`config.mk`:
```
export PLATFORM = sky130hd
export DESIGN_NAME = load_unit_flat
export DESIGN_NICKNAME = d
export VERILOG_FILES = /design/src/rtl/load_unit_pkg.sv /design/src/rtl/load_unit_if.sv /design/src/rtl/load_extender.sv /design/src/rtl/load_unit.sv /design/src/flat_wrapper.sv
export SDC_FILE = /design/constraint.sdc
export NUM_CORES = 1
export LEC_CHECK = 0
export BUFFER_PORTS_ARGS = -buffer_cell sky130_fd_sc_hd__buf_4
export CORE_MARGIN = 5
export CORE_UTILIZATION = 45
export DETAILED_ROUTE_END_ITERATION = 10
export MAX_ROUTING_LAYER = met4
export PLACE_DENSITY_LB_ADDON = 0.12
export SYNTH_ARGS = -nofsm -noshare
export SYNTH_HDL_FRONTEND = slang
export SYNTH_SLANG_ARGS = --single-unit
```
`constraint.sdc`:
```
create_clock -name clk -period 2.2 [get_ports clk]
set_clock_uncertainty 0.05 [all_clocks]
set_input_delay 0.11 -clock clk [delete_from_list [all_inputs] [get_ports clk]]
set_output_delay 0.11 -clock clk [all_outputs]
set_load 0.02 [all_outputs]
```
`src/rtl/load_unit_pkg.sv`:
```
// rtl/load_unit_pkg.sv - shared load encodings, exception codes and FSM states
// Purpose: access-size encodings (Word/Half/Byte), load exception codes,
//          load FSM state type and small request-classification helpers.
// Ports:   none (package).
package load_unit_pkg;

  localparam logic [2:0] Byte = 3'd0;
  localparam logic [2:0] Half = 3'd1;
  localparam logic [2:0] Word = 3'd2;

  localparam logic [1:0] EXC_NONE = 2'd0;
  localparam logic [1:0] EXC_ADEL = 2'd1;
  localparam logic [1:0] EXC_BUS  = 2'd2;
  localparam logic [1:0] EXC_TMO  = 2'd3;

  typedef enum logic [1:0] {
    IDLE = 2'd0,
    REQ  = 2'd1,
    WAIT = 2'd2,
    RESP = 2'd3
  } state_t;

  function automatic logic type_known(input logic [2:0] t);
    return (t == Byte) || (t == Half) || (t == Word);
  endfunction

  function automatic logic misaligned(input logic [2:0] t, input logic [1:0] a);
    return ((t == Half) && a[0]) || ((t == Word) && (a != 2'b00));
  endfunction

endpackage

```
`src/rtl/load_unit_if.sv`:
```
// rtl/load_unit_if.sv - pipeline load request, data bus and response signals
// Purpose: bundles the load request (ld_*), data-bus read port (bus_*) and
//          writeback response (rsp_*) of the load unit.
// Ports:   master = environment side (pipeline, bus slave, writeback);
//          slave  = load unit side.
interface load_unit_if;

  logic        ld_valid;
  logic        ld_ready;
  logic [31:0] ld_addr;
  logic [2:0]  ld_type;
  logic        ld_signed;

  logic        bus_req;
  logic [31:0] bus_addr;
  logic        bus_gnt;
  logic        bus_rvalid;
  logic [31:0] bus_rdata;
  logic        bus_err;

  logic        rsp_valid;
  logic        rsp_ready;
  logic [31:0] rsp_data;
  logic [1:0]  rsp_exc;

  modport master (
    output ld_valid, ld_addr, ld_type, ld_signed,
    input  ld_ready,
    input  bus_req, bus_addr,
    output bus_gnt, bus_rvalid, bus_rdata, bus_err,
    input  rsp_valid, rsp_data, rsp_exc,
    output rsp_ready
  );

  modport slave (
    input  ld_valid, ld_addr, ld_type, ld_signed,
    output ld_ready,
    output bus_req, bus_addr,
    input  bus_gnt, bus_rvalid, bus_rdata, bus_err,
    output rsp_valid, rsp_data, rsp_exc,
    input  rsp_ready
  );

endinterface

```
`src/rtl/load_extender.sv`:
```
// rtl/load_extender.sv - byte/halfword extraction with sign or zero extension
// Purpose: combinational lane select and extension of a read word; shared with
//          the bypass path.
// Ports:   data_r_in (32) read word, addr_low (2) byte offset, read_type (3)
//          access size, sign_ext (1) -> data_r_out (32) extended value
//          (0 for unknown access sizes).
module load_extender
  import load_unit_pkg::*;
(
  input  logic [31:0] data_r_in,
  input  logic [1:0]  addr_low,
  input  logic [2:0]  read_type,
  input  logic        sign_ext,
  output logic [31:0] data_r_out
);

  logic [7:0]  byte_sel;
  logic [15:0] half_sel;

  always_comb begin
    case (addr_low)
      2'd0:    byte_sel = data_r_in[7:0];
      2'd1:    byte_sel = data_r_in[15:8];
      2'd2:    byte_sel = data_r_in[23:16];
      default: byte_sel = data_r_in[31:24];
    endcase
    half_sel = addr_low[1] ? data_r_in[31:16] : data_r_in[15:0];

    case (read_type)
      Word:    data_r_out = data_r_in;
      Half:    data_r_out = {{16{sign_ext & half_sel[15]}}, half_sel};
      Byte:    data_r_out = {{24{sign_ext & byte_sel[7]}}, byte_sel};
      default: data_r_out = 32'd0;
    endcase
  end

endmodule

```
`src/rtl/load_unit.sv`:
```
// rtl/load_unit.sv - MEM-stage load unit: align check, bus read, extend, hold
// Purpose: accepts one load at a time, fetches the containing word over a
//          variable-latency bus with a timeout, and holds the extended result
//          until writeback takes it.
// Ports:   clk, reset_n (async, active-low); lu (load_unit_if.slave) carrying
//          ld_* request, bus_* read port and rsp_* response.
module load_unit
  import load_unit_pkg::*;
#(
  parameter int TIMEOUT = 255
) (
  input  logic        clk,
  input  logic        reset_n,
  load_unit_if.slave  lu
);

  localparam int CW = $clog2(TIMEOUT + 1);

  state_t          state, state_d;
  logic [CW-1:0]   cnt, cnt_d;
  logic [31:0]     addr_q, addr_d;
  logic [2:0]      type_q, type_d;
  logic            sgn_q, sgn_d;
  logic [31:0]     data_q, data_d;
  logic [1:0]      exc_q, exc_d;
  logic [31:0]     ext_data;
  logic            tmo_hit;

  load_extender u_ext (
    .data_r_in  (lu.bus_rdata),
    .addr_low   (addr_q[1:0]),
    .read_type  (type_q),
    .sign_ext   (sgn_q),
    .data_r_out (ext_data)
  );

  // Last permitted REQ/WAIT cycle; a bus event in this cycle still wins.
  assign tmo_hit = (cnt == CW'(TIMEOUT - 1));

  always_comb begin
    state_d = state;
    cnt_d   = cnt;
    addr_d  = addr_q;
    type_d  = type_q;
    sgn_d   = sgn_q;
    data_d  = data_q;
    exc_d   = exc_q;

    case (state)
      IDLE: begin
        if (lu.ld_valid) begin
          addr_d = lu.ld_addr;
          type_d = lu.ld_type;
          sgn_d  = lu.ld_signed;
          cnt_d  = '0;
          data_d = 32'd0;
          exc_d  = EXC_NONE;
          if (!type_known(lu.ld_type)) begin
            state_d = RESP;
          end else if (misaligned(lu.ld_type, lu.ld_addr[1:0])) begin
            exc_d   = EXC_ADEL;
            state_d = RESP;
          end else begin
            state_d = REQ;
          end
        end
      end
      REQ: begin
        if (lu.bus_gnt) begin
          state_d = WAIT;
          cnt_d   = cnt + CW'(1);
        end else if (tmo_hit) begin
          exc_d   = EXC_TMO;
          state_d = RESP;
        end else begin
          cnt_d   = cnt + CW'(1);
        end
      end
      WAIT: begin
        if (lu.bus_rvalid) begin
          state_d = RESP;
          if (lu.bus_err) begin
            exc_d = EXC_BUS;
          end else begin
            data_d = ext_data;
          end
        end else if (tmo_hit) begin
          exc_d   = EXC_TMO;
          state_d = RESP;
        end else begin
          cnt_d   = cnt + CW'(1);
        end
      end
      default: begin
        if (lu.rsp_ready) state_d = IDLE;
      end
    endcase
  end

  always_ff @(posedge clk or negedge reset_n) begin
    if (!reset_n) begin
      state  <= IDLE;
      cnt    <= '0;
      addr_q <= 32'd0;
      type_q <= Byte;
      sgn_q  <= 1'b0;
      data_q <= 32'd0;
      exc_q  <= EXC_NONE;
    end else begin
      state  <= state_d;
      cnt    <= cnt_d;
      addr_q <= addr_d;
      type_q <= type_d;
      sgn_q  <= sgn_d;
      data_q <= data_d;
      exc_q  <= exc_d;
    end
  end

  assign lu.ld_ready  = (state == IDLE);
  assign lu.bus_req   = (state == REQ);
  assign lu.bus_addr  = {addr_q[31:2], 2'b00};
  assign lu.rsp_valid = (state == RESP);
  assign lu.rsp_data  = data_q;
  assign lu.rsp_exc   = exc_q;

endmodule

```
`src/flat_wrapper.sv`:
```
// flat-port wrapper written by rule: the top's interface ports become plain ports
module load_unit_flat import load_unit_pkg::*;
#(
  parameter int TIMEOUT = 255
)
  (clk, reset_n, lu_ld_valid, lu_ld_addr, lu_ld_type, lu_ld_signed, lu_ld_ready, lu_bus_req, lu_bus_addr, lu_bus_gnt, lu_bus_rvalid, lu_bus_rdata, lu_bus_err, lu_rsp_valid, lu_rsp_data, lu_rsp_exc, lu_rsp_ready);
  load_unit_if lu_i ();
  input  logic clk;
  input  logic reset_n;
  input wire logic [$bits(lu_i.ld_valid)-1:0] lu_ld_valid;
  input wire logic [$bits(lu_i.ld_addr)-1:0] lu_ld_addr;
  input wire logic [$bits(lu_i.ld_type)-1:0] lu_ld_type;
  input wire logic [$bits(lu_i.ld_signed)-1:0] lu_ld_signed;
  output wire logic [$bits(lu_i.ld_ready)-1:0] lu_ld_ready;
  output wire logic [$bits(lu_i.bus_req)-1:0] lu_bus_req;
  output wire logic [$bits(lu_i.bus_addr)-1:0] lu_bus_addr;
  input wire logic [$bits(lu_i.bus_gnt)-1:0] lu_bus_gnt;
  input wire logic [$bits(lu_i.bus_rvalid)-1:0] lu_bus_rvalid;
  input wire logic [$bits(lu_i.bus_rdata)-1:0] lu_bus_rdata;
  input wire logic [$bits(lu_i.bus_err)-1:0] lu_bus_err;
  output wire logic [$bits(lu_i.rsp_valid)-1:0] lu_rsp_valid;
  output wire logic [$bits(lu_i.rsp_data)-1:0] lu_rsp_data;
  output wire logic [$bits(lu_i.rsp_exc)-1:0] lu_rsp_exc;
  input wire logic [$bits(lu_i.rsp_ready)-1:0] lu_rsp_ready;
  assign lu_i.ld_valid = lu_ld_valid;
  assign lu_i.ld_addr = lu_ld_addr;
  assign lu_i.ld_type = lu_ld_type;
  assign lu_i.ld_signed = lu_ld_signed;
  assign lu_ld_ready = lu_i.ld_ready;
  assign lu_bus_req = lu_i.bus_req;
  assign lu_bus_addr = lu_i.bus_addr;
  assign lu_i.bus_gnt = lu_bus_gnt;
  assign lu_i.bus_rvalid = lu_bus_rvalid;
  assign lu_i.bus_rdata = lu_bus_rdata;
  assign lu_i.bus_err = lu_bus_err;
  assign lu_rsp_valid = lu_i.rsp_valid;
  assign lu_rsp_data = lu_i.rsp_data;
  assign lu_rsp_exc = lu_i.rsp_exc;
  assign lu_i.rsp_ready = lu_rsp_ready;
  load_unit #(.TIMEOUT(TIMEOUT)) u_core (.clk(clk), .reset_n(reset_n), .lu(lu_i));
endmodule
```
; Yosys cells after proc, flatten, opt, wreduce, memory -nomap -nowiden
; Cells that the tools add are included.
[totals]
ff_bits = 80
latchBits = 0
ram_bits = 0
rom_bits = 0
out_inout_bits = 69
word_cells = 72
memories = 0
[op_classes]
addsub = 1
n_mul = 0
n_div = 0
order_cmp = 0
eq_ne = 16
shifts = 0
muxes = 28
n_bitwise = 2
n_reduce_logical = 18
[ops]
columns = cell, n
row1 = two-way mux 32 bit, 3
row2 = one-hot mux 32 bit (3 select lines), 1
row3 = one-hot mux 32 bit (2 select lines), 1
row4 = one-hot mux 8 bit (3 select lines), 2
row5 = two-way mux 8 bit, 4
row6 = two-way mux 2 bit, 13
row7 = two-way mux 16 bit, 1
row8 = one-hot mux 2 bit (3 select lines), 2
row9 = "inequality test 2 bit, second input constant", 5
row10 = "adder 8 x 1 -> 8 bit, second input constant", 1
row11 = "equality test 8 bit, second input constant", 1
row12 = AND reduction 4 bit, 2
row13 = "equality test 2 bit, second input constant", 3
row14 = "equality test 3 x 1 -> 1 bit, second input constant", 2
row15 = "equality test 3 x 2 -> 1 bit, second input constant", 2
row16 = logical NOT 3 bit, 2
row17 = "equality test 2 x 1 -> 1 bit, second input constant", 2
row18 = logical NOT 2 bit, 2
row19 = AND reduction 2 bit, 2
row20 = nonzero test 2 bit, 2
row21 = nonzero test 4 bit, 1
row22 = logical OR 1 bit, 3
row23 = "inequality test 3 bit, second input constant", 1
row24 = AND reduction 3 bit, 1
row25 = 4 further kinds, 6

; Logic depth before layout (Yosys ltp)
; Gate-level depths: netlist of the first run.
[depth]
depth_word = 7
ltp_mapped = 8
mapped_depth_nobuf = 6

; Cells and area by module
; A second synthesis of the first run with hierarchy kept.
[hier_totals]
hier_cells = 483
area_unflattened_um2 = 4750.8
[modules_own_cells]
columns = module, n_inst, cells_each, area_each_um2, seq_area_each_um2
row1 = load_unit, 1, 353, 3787.4, 2001.9
row2 = load_extender, 1, 130, 963.4, 0.0

; Worst setup path after synthesis of the first run
; OpenSTA, ideal clock, no wires.
[synth_timing]
kind = register to register
startpoint = reg u_core.state[0]
endpoint = reg u_core.data_q[15], in the netlist u_core.lu.rsp_data[15]
arrival_ns = 2.108
setup_slack_ns = -0.024
stages_incl_launch_ff = 9
path_buffers = 2
synth_period_minus_slack_ns = 2.224
path_cell_list = dfrtp_1 inv_1 ha_1 buf_6 nor2b_2 or3_4 or4_4 buf_6 nand3_2
[synth_via]
elab_chain_len = 3
elab_cells_between_ends = 8
[synth_rtl]
columns = item, line
row1 = "start, declared", load_unit.sv:19  ; state_t state, state_d;
row2 = "start signal, assigned", load_unit.sv:110  ; state <= state_d;
row3 = logical NOT 2 bit *, --
row4 = via lu_ld_ready, flat_wrapper.sv:14  ; output wire logic [$bits(lu_i.ld_ready)-1:0] lu_ld_ready;
row5 = inequality test 2 bit (no source line) / nonzero test 2 bit (equally long branches), --
row6 = AND reduction 4 bit (no source line), --
row7 = "end signal, assigned", load_unit.sv:115  ; data_q <= data_d;
row8 = "end, declared", load_unit.sv:24  ; logic [31:0] data_q, data_d;
; Mark *: on every way through the listed nets, which the timed path passes. The rest lies on a longest branch.
; A chain may end at the register's enable or synchronous reset.

; Worst setup path after layout of the first run
[layout_timing]
startpoint = reg u_core.state[0]
endpoint = reg u_core.data_q[11], in the netlist u_core.lu.rsp_data[11]
[layout_via]
elab_chain_len = 3
elab_cells_between_ends = 8
[layout_rtl]
columns = item, line
row1 = equality test 2 bit / logical NOT 2 bit (equally long branches), load_unit.sv:49  ; case (state)
row2 = inequality test 2 bit (no source line) / nonzero test 2 bit (equally long branches), --
row3 = AND reduction 4 bit (no source line), --
; Several ways; a longest one is shown, not always the timed one.

==> results of run 1 <==
[metrics by stage]
| step | cell area (um^2) | utilization, % | instances | setup WS, ns |
|---|---|---|---|---|
| 2_1_floorplan | 4220 | - | 355 | 0.0564 |
| 3_3_place_gp | 5240 | 57.0 | 573 | -0.0935 |
| 3_5_place_dp | 5240 | 57.0 | 573 | -0.192 |
| 4_1_cts | 6120 | 66.5 | 650 | 0.0293 |
| 5_1_grt | 6140 | 66.8 | 652 | 0.00875 |
| 6_report | 6140 | 66.8 | 652 | 0.0931 |
[routing by layer]
layer,vias to the layer above,wire [um],global-route usage (%)
met4,0,248,6.76
met2,168,5690,34.6
met5,-,0,-
li1,1652,-,-
met1,1726,4990,27.7
met3,20,877,5.42
[kinds of logic after synthesis]
kind of cell	synth area share (%)
simple gates	8.96
compound gates	15.7
flops	47.5
other cells	0.0889
mux	16.1
fa+ha+maj	2.08
buf+inv	9.61
[flip-flops by register name (all words and copies together) (netlist names)]
signal              count
u_core.cnt              8
u_core.addr_q          32
u_core.lu.rsp_exc       2
u_core.lu.rsp_data     32
u_core.type_q           3
u_core.state            2
u_core.sgn_q            1
[worst min path at each step]
stage / cells after the start / slack (ns) / end / startpoint
after global routing: 4 / 0.08 / u_core.lu.rsp_data[14] / lu_bus_rdata[14]
after CTS: 4 / 0.07 / u_core.lu.rsp_data[14] / lu_bus_rdata[14]
after floorplan: 0 / -0.24 / u_core.addr_q[0] / reset_n
after global placement: 1 / 0.1 / u_core.lu.rsp_data[18] / reset_n
after detailed placement: 1 / 0.10 / u_core.lu.rsp_data[18] / reset_n
final: 4 / 0.08 / u_core.lu.rsp_data[14] / lu_bus_rdata[14]
[cell usage in the layout, fill, tap and decap left out, types with 2 or more instances in the layout]
cell | Yosys | routed
o31ai_1 | 2 | 2
ha_1 | 7 | 5
a22oi_1 | 7 | 7
buf_12 | 0 | 3
dlygate4sd3_1 | 0 | 60
o2bb2ai_1 | 9 | 9
and3_1 | 3 | 3
nor4b_4 | 0 | 2
a222oi_1 | 7 | 7
a211oi_1 | 3 | 3
nor3b_1 | 2 | 2
buf_4 | 33 | 156
clkbuf_8 | 0 | 10
a221o_1 | 16 | 16
a21o_1 | 2 | 2
o21ai_0 | 13 | 13
nor2b_1 | 3 | 3
nand3_1 | 6 | 6
mux2_2 | 37 | 37
bufinv_16 | 0 | 3
clkinv_4 | 0 | 3
nand2_1 | 17 | 17
a31o_2 | 2 | 2
conb_1 | 1 | 2
nor2_1 | 11 | 11
mux2i_1 | 8 | 8
nand2b_1 | 7 | 7
inv_1 | 15 | 14
ha_2 | 0 | 2
a21oi_1 | 10 | 10
mux4_2 | 8 | 8
nand4_1 | 2 | 2
dfrtp_1 | 80 | 80
[cell type report]
class                   instances  area share, %
clock buffers                  10           2.24
clock inverters                 6           1.89
inverters                      15          0.916
multi-input cells             211           30.3
flip-flops and latches         80           32.6
well taps                     111           2.26
repair buffers                219           29.8
[power by group]
part | internal (mW) | switching (mW) | total (mW)
clock network | 0.791 | 0.566 | 1.36
registers | 2.01 | 0.375 | 2.38
logic | 1.93 | 2.06 | 3.98
total | 4.72 | 3.00 | 7.72
[what timing repair did]
action,4_1_cts,5_1_grt
buffers inserted,0,2
gates cloned,1,0
pin swaps,1,1
resized for setup,1,4
setup endpoints to repair,23,32
hold buffers,60,0
hold endpoints to repair,101,0
[critical path: stages (launching register included)]
cell and delay, ns:
dfrtp_1 0.43, inv_2 0.11, ha_2 0.21, nand3b_4 0.16, or3_4 0.43, or4_4 0.55, nand2_1 0.10
==> metrics, run 1 <==
total track usage=21.8%; Power Density=1260 nW/um^2; final hold violation count=0; Synth top cells by count=dfrtp_1, mux2_2, buf_4; first-pass GRT wire length=19200 um; reg2reg start=u_core.state[0]; instance count of the mapped netlist=354; Port Buf Inserts=141; CTS Buf Count=9; ys async rst share=100%; Tightest Pin Transition=0.759 ns; I/O pin count=144; ant diodes=0; hold crit path type=in2reg; fin nets=618; Avg WL per Cell=18.1 um; Max-Cap Viols=0; Post-synth EDFFs=0; FF-to-FF End=u_core.lu.rsp_data[11]; TritonCTS clock tree=yes; dominant synthesized flop cell=dfrtp_1; VDD IR max=0.918 mV; min cycle time layout=2.11 ns; Setup CP Type=reg2reg; top-count cell post-synth=dfrtp_1; Starting DRT DRC Count=235; Max Fclk=475 MHz; Reg clk slew, reported paths=0.09 ns; worst-path maximum fanout=8; initial core utilization=45.9%; GPL Wtd Cong=0.792; RSZ-0062 raised after global routing=no; FF/Latch Area=2000 um^2; Slew Viols, Final=0; via count=3566; initial antenna violation count=0; worst r2r path cells=6; vias in the first global route=3774; clock tree buffer depth=2; area occupied by multi-input gates=1860 um^2; Post-DP HPWL=7860 um; share of layout cells above drive strength 1=43.3%; area fraction of the dominant cell type after synthesis=47.5%; H-tree Lvls=3; top post-synthesis cells by area=dfrtp_1, mux2_2, buf_4, mux4_2, a221o_1; Unique masters post-synth=54; drt first pass iters=4; sequential area share after synthesis=47.5%; Finish-stage setup viols=0; Sink Count=80; CP arrival=2.34 ns; cell taking the most area after synthesis=dfrtp_1; Die X-Extent=107 um; Synth Register Bits=80; final hold slack=0.0817 ns; CTS root buf=clkbuf_8; syn avg cell area=11.9 um^2; largest net degree at the start of global routing=44; Final Total Pwr=7.72 mW; # fillers=715; final WL=11800 um; Ys Warns=0; Layout area overhead=45.7%; Critical Path Start=u_core.state[0]; worst relative slew slack=49.2%; Worst EP required=2.43 ns; outcome=complete, no violations; row cnt=35; post-route DRC violation count=0; ANT nets after route=0; Leak=2.98 nW; Tcrit/Tclk final=95.8%; Setup TNS=0 ns; startpoint types=register; Placeable Area=9200 um^2; vias per cell=5.47; DIE AREA=11400 um^2; capture point of the critical path=u_core.lu.rsp_data[11]; chip height=107 um; total gr overflow=0; mapped cell area=4220 um^2; FF-to-FF setup slack=0.09 ns; worst skew pair latency=0.35 ns; critical path endpoint category=register
Power figures use the tool's default switching activity.
==> run 2: changes to the inputs <==
--- a/config.mk
+++ b/config.mk
@@ -9,6 +9,7 @@
 export CORE_MARGIN = 5
 export CORE_UTILIZATION = 45
 export DETAILED_ROUTE_END_ITERATION = 10
+export HOLD_SLACK_MARGIN = 0.1
 export MAX_ROUTING_LAYER = met4
 export PLACE_DENSITY_LB_ADDON = 0.12
 export SYNTH_ARGS = -nofsm -noshare
==> constraint.sdc (replaced) <==
create_clock -name clk -period 2.2 [get_ports clk]
set_clock_uncertainty 0.05 [all_clocks]
set_input_delay 0.11 -clock clk [delete_from_list [all_inputs] [get_ports clk]]
set_output_delay 0.11 -clock clk [all_outputs]
set_load 0.1 [all_outputs]
==> metrics, run 2 (same netlist as run 1, synthesis figures left out) <==
outcome=complete, no violations; Worst EP required=2.43 ns; vias per cell=5.43; Setup TNS=0 ns; CTS resizes=0; # hold bufs at CTS=63; reg2reg start=u_core.state[0]; Inst Count DP=572; Finish-stage setup viols=0; fin util=66.1%; met1 usage=27.2%; startpoint types=register; RSZ-0062 raised after global routing=no; worst-path maximum fanout=8; Worst path max stage delay=0.55 ns; worst relative slew slack=63.6%; Tcrit/Tclk final=95.1%; final hold slack=0.113 ns; drt first pass iters=4; hold crit path type=in2reg; DIE AREA=11400 um^2; fin nets=617; row cnt=35; Placeable Area=9200 um^2; hold path depth=4; Port Buf Inserts=141; total track usage=20.7%; Max Fclk=478 MHz; Setup CP Type=reg2reg; total gr overflow=0; share of layout cells above drive strength 1=42.4%; worst skew pair latency=0.34 ns; Starting DRT DRC Count=151; first-pass GRT wire length=18400 um; ant diodes=0; chip height=107 um; # Post-CTS Setup Buffers=0; CP max stage cell=or4_4; Post-Layout Cell Count=649; CP arrival=2.32 ns; ANT nets after route=0; CTS root buf=clkbuf_8; I/O pin count=144; GR peak layer=met2; sequence of cells on the critical path=inv_2 > ha_1 > nand3b_4 > or3_4 > or4_4 > nand3_2; initial core utilization=45.9%; post-route DRC violation count=0; met3 Use GR=2.83%; final WL=11200 um; Post-DP HPWL=7770 um; Tightest Pin Transition=0.542 ns; clock tree buffer depth=2; min cycle time layout=2.09 ns; Critical Path Start=u_core.state[0]; largest net degree at the start of global routing=42; via count=3523; Reg clk slew, reported paths=0.08 ns; Slew Viols, Final=0; TritonCTS clock tree=yes; critical path endpoint category=register; initial antenna violation count=0; Layout area overhead=44.3%; worst hold path startpoint=lu_bus_rdata[12]; H-tree Lvls=3; final hold violation count=0; CTS Buf Count=9; most common cell after layout, fill and taps aside=buf_4; met2 Use GR=33.5%; worst r2r path cells=6; Die X-Extent=107 um; commonest cells after routing, fill and taps aside=buf_4, dfrtp_1, dlygate4sd3_1; Max-Cap Viols=0; GPL Wtd Cong=0.845; Sink Count=80; Avg WL per Cell=17.3 um; vias in the first global route=3613
-- run 2: metal layers --
metal / vias to the layer above / share of wire (%)
li1: 1651 / -
met1: 1715 / 44
met2: 143 / 48
met3: 14 / 6.3
met4: 0 / 1.3
met5: - / 0
-- run 2: final timing paths --
path	endpoint	slack, ns
min reg2reg	u_core.lu.rsp_data[15]	0.44
max in group asynchronous	u_core.lu.rsp_data[10]	1.24
max	u_core.lu.rsp_data[15]	0.11
min in group asynchronous	u_core.lu.rsp_data[17]	0.24
min	u_core.lu.rsp_data[12]	0.11
max reg2reg	u_core.lu.rsp_data[15]	0.11
-- run 2: layout make-up --
class | instances | area, um^2
Fill cell | 716 | 3110
Sequential cell | 80 | 2000
Multi-Input combinational cell | 210 | 1840
Timing Repair Buffer | 219 | 1810
Tap cell | 111 | 139
Clock buffer | 9 | 124
Clock inverter | 5 | 106
Inverter | 15 | 56.3
-- run 2: critical path, delay by kind of cell, from the launching register on --
| kind | cells | cell delay [ns] |
|---|---|---|
| buf+inv | 1 | 0.12 |
| fa+ha+maj | 1 | 0.26 |
| flops | 1 | 0.44 |
| simple gates | 4 | 1.16 |
-- run 2: per-stage QoR --
| stage | worst slack, ns | cell area [um^2] |
|---|---|---|
| final | 0.107 | 6080 |
| after global routing | 0.0299 | 6080 |
| after CTS | 0.119 | 6080 |
| after global placement | 0.190 | 5220 |
| after floorplan | -0.0212 | 4240 |
| after detailed placement | 0.138 | 5220 |
Power of run 2 is left out: the tool's default activity adds up to more than one toggle a clock period on the data nets, which glitch-free logic cannot reach.
==> run 3: changes to the inputs <==
--- a/config.mk
+++ b/config.mk
@@ -7,7 +7,7 @@
 export LEC_CHECK = 0
 export BUFFER_PORTS_ARGS = -buffer_cell sky130_fd_sc_hd__buf_4
 export CORE_MARGIN = 5
-export CORE_UTILIZATION = 45
+export CORE_UTILIZATION = 43
 export DETAILED_ROUTE_END_ITERATION = 10
 export HOLD_SLACK_MARGIN = 0.1
 export MAX_ROUTING_LAYER = met4
==> constraint.sdc (replaced) <==
create_clock -name clk -period 2.1 [get_ports clk]
set_clock_uncertainty 0.05 [all_clocks]
set_input_delay 0.105 -clock clk [delete_from_list [all_inputs] [get_ports clk]]
set_output_delay 0.105 -clock clk [all_outputs]
set_load 0.1 [all_outputs]
==> metrics, run 3 (same netlist as run 1, synthesis figures left out) <==
post-route DRC violation count=0; ANT nets after route=0; Setup CP Type=reg2reg; delay-heaviest family, CP=simple AND/OR/NAND/NOR gates; H-tree Lvls=3; total track usage=20.9%; worst relative slew slack=64.1%; GPL Wtd Cong=0.843; Worst EP required=2.33 ns; Finish-stage setup viols=0; Tcrit/Tclk final=96.3%; startpoint types=register; Max Fclk=494 MHz; min cycle time layout=2.02 ns; chip height=109 um; TritonCTS clock tree=yes; Post-DP HPWL=8110 um; fin nets=621; share of layout cells above drive strength 1=42.8%; CP max stage cell=or4_4; vias in the first global route=3850; clock tree buffer depth=2; worst-path maximum fanout=9; Placeable Area=9680 um^2; met1 usage=25.5%; Port Buf Inserts=141; CTS root buf=clkbuf_8; Post-Layout Cell Count=677; DIE AREA=11900 um^2; Avg WL per Cell=17.1 um; buffer and inverter count on the worst path=1; Sink Count=80; largest net degree at the start of global routing=42; CTS Buf Count=9; first-pass GRT wire length=18900 um; worst skew pair latency=0.35 ns; vias per cell=5.30; CP arrival=2.26 ns; sequence of cells on the critical path=inv_2 > ha_4 > nor2b_4 > or3_4 > or4_4 > nand3_2; final hold violation count=0; Worst path max stage delay=0.56 ns; Die X-Extent=109 um; row cnt=36; # Post-CTS Setup Buffers=0; Reg clk slew, reported paths=0.08 ns; Slew Viols, Final=0; critical path endpoint category=register; RSZ-0062 raised after global routing=no; pre-CTS setup slack=0.0849 ns; Starting DRT DRC Count=233; Final Worst Setup Slack=0.0776 ns; outcome=complete, no violations; hold crit path type=in2reg; most common cell after layout, fill and taps aside=buf_4; initial antenna violation count=0; Inst Count DP=597; commonest cells after routing, fill and taps aside=buf_4, dfrtp_1, dlygate4sd3_1; met2 Use GR=34.8%; ant diodes=0; Max-Cap Viols=0; final WL=11600 um; via count=3591; drt first pass iters=6; Layout area overhead=45.8%; I/O pin count=144; Tightest Pin Transition=0.539 ns; met3 Use GR=3.97%; initial core utilization=43.5%; total gr overflow=0; GR peak layer=met2
## run 3: final cells by class
cell class              instances  area, um^2
well taps                     133         166
repair buffers                223        1900
clock buffers                  11         141
flip-flops and latches         80        2000
inverters                      15        56.3
fillers                       775        3540
multi-input cells             210        1840
clock inverters                 5        40.0
## run 3: worst min-delay path, stage by stage
cell	delay (ns)
buf_4	0.09
o2bb2ai_1	0.14
a22oi_1	0.07
nand2_1	0.06
## run 3: metal layers
metal / part of all wire [%] / up-vias
met5: 0 / -
met2: 50 / 152
met3: 7.7 / 16
met4: 1.7 / 0
li1: - / 1665
met1: 41 / 1758
## run 3: final timing paths
check                                         end  depth (start not counted)  slack [ns]         startpoint
max                        u_core.lu.rsp_data[15]                          6        0.08    u_core.state[1]
min                        u_core.lu.rsp_data[12]                          4        0.11   lu_bus_rdata[12]
max reg2reg                u_core.lu.rsp_data[15]                          6        0.08    u_core.state[1]
min reg2reg                     u_core.addr_q[14]                          1        0.46  u_core.addr_q[14]
max in group asynchronous   u_core.lu.rsp_data[6]                          3        1.17            reset_n
min in group asynchronous  u_core.lu.rsp_data[17]                          2        0.23            reset_n
## run 3: timing repair
| action | CTS | global route |
|---|---|---|
| hold endpoints to repair | 103 | 0 |
| hold buffers | 64 | 0 |
| resized for setup | 0 | 1 |
| setup endpoints to repair | 0 | 13 |
## run 3: through the flow
stage	util (%)	area [um^2]	hold slack [ns]	TNS (ns)
detailed placement	55.0	5320	0.0811	0
finish	63.5	6150	0.108	0
global placement	55.0	5320	0.0769	0
global route	63.5	6150	0.134	0
CTS	63.4	6140	0.102	0
floorplan	-	4240	-0.241	-1.62
Power of run 3 is left out for the same reason.
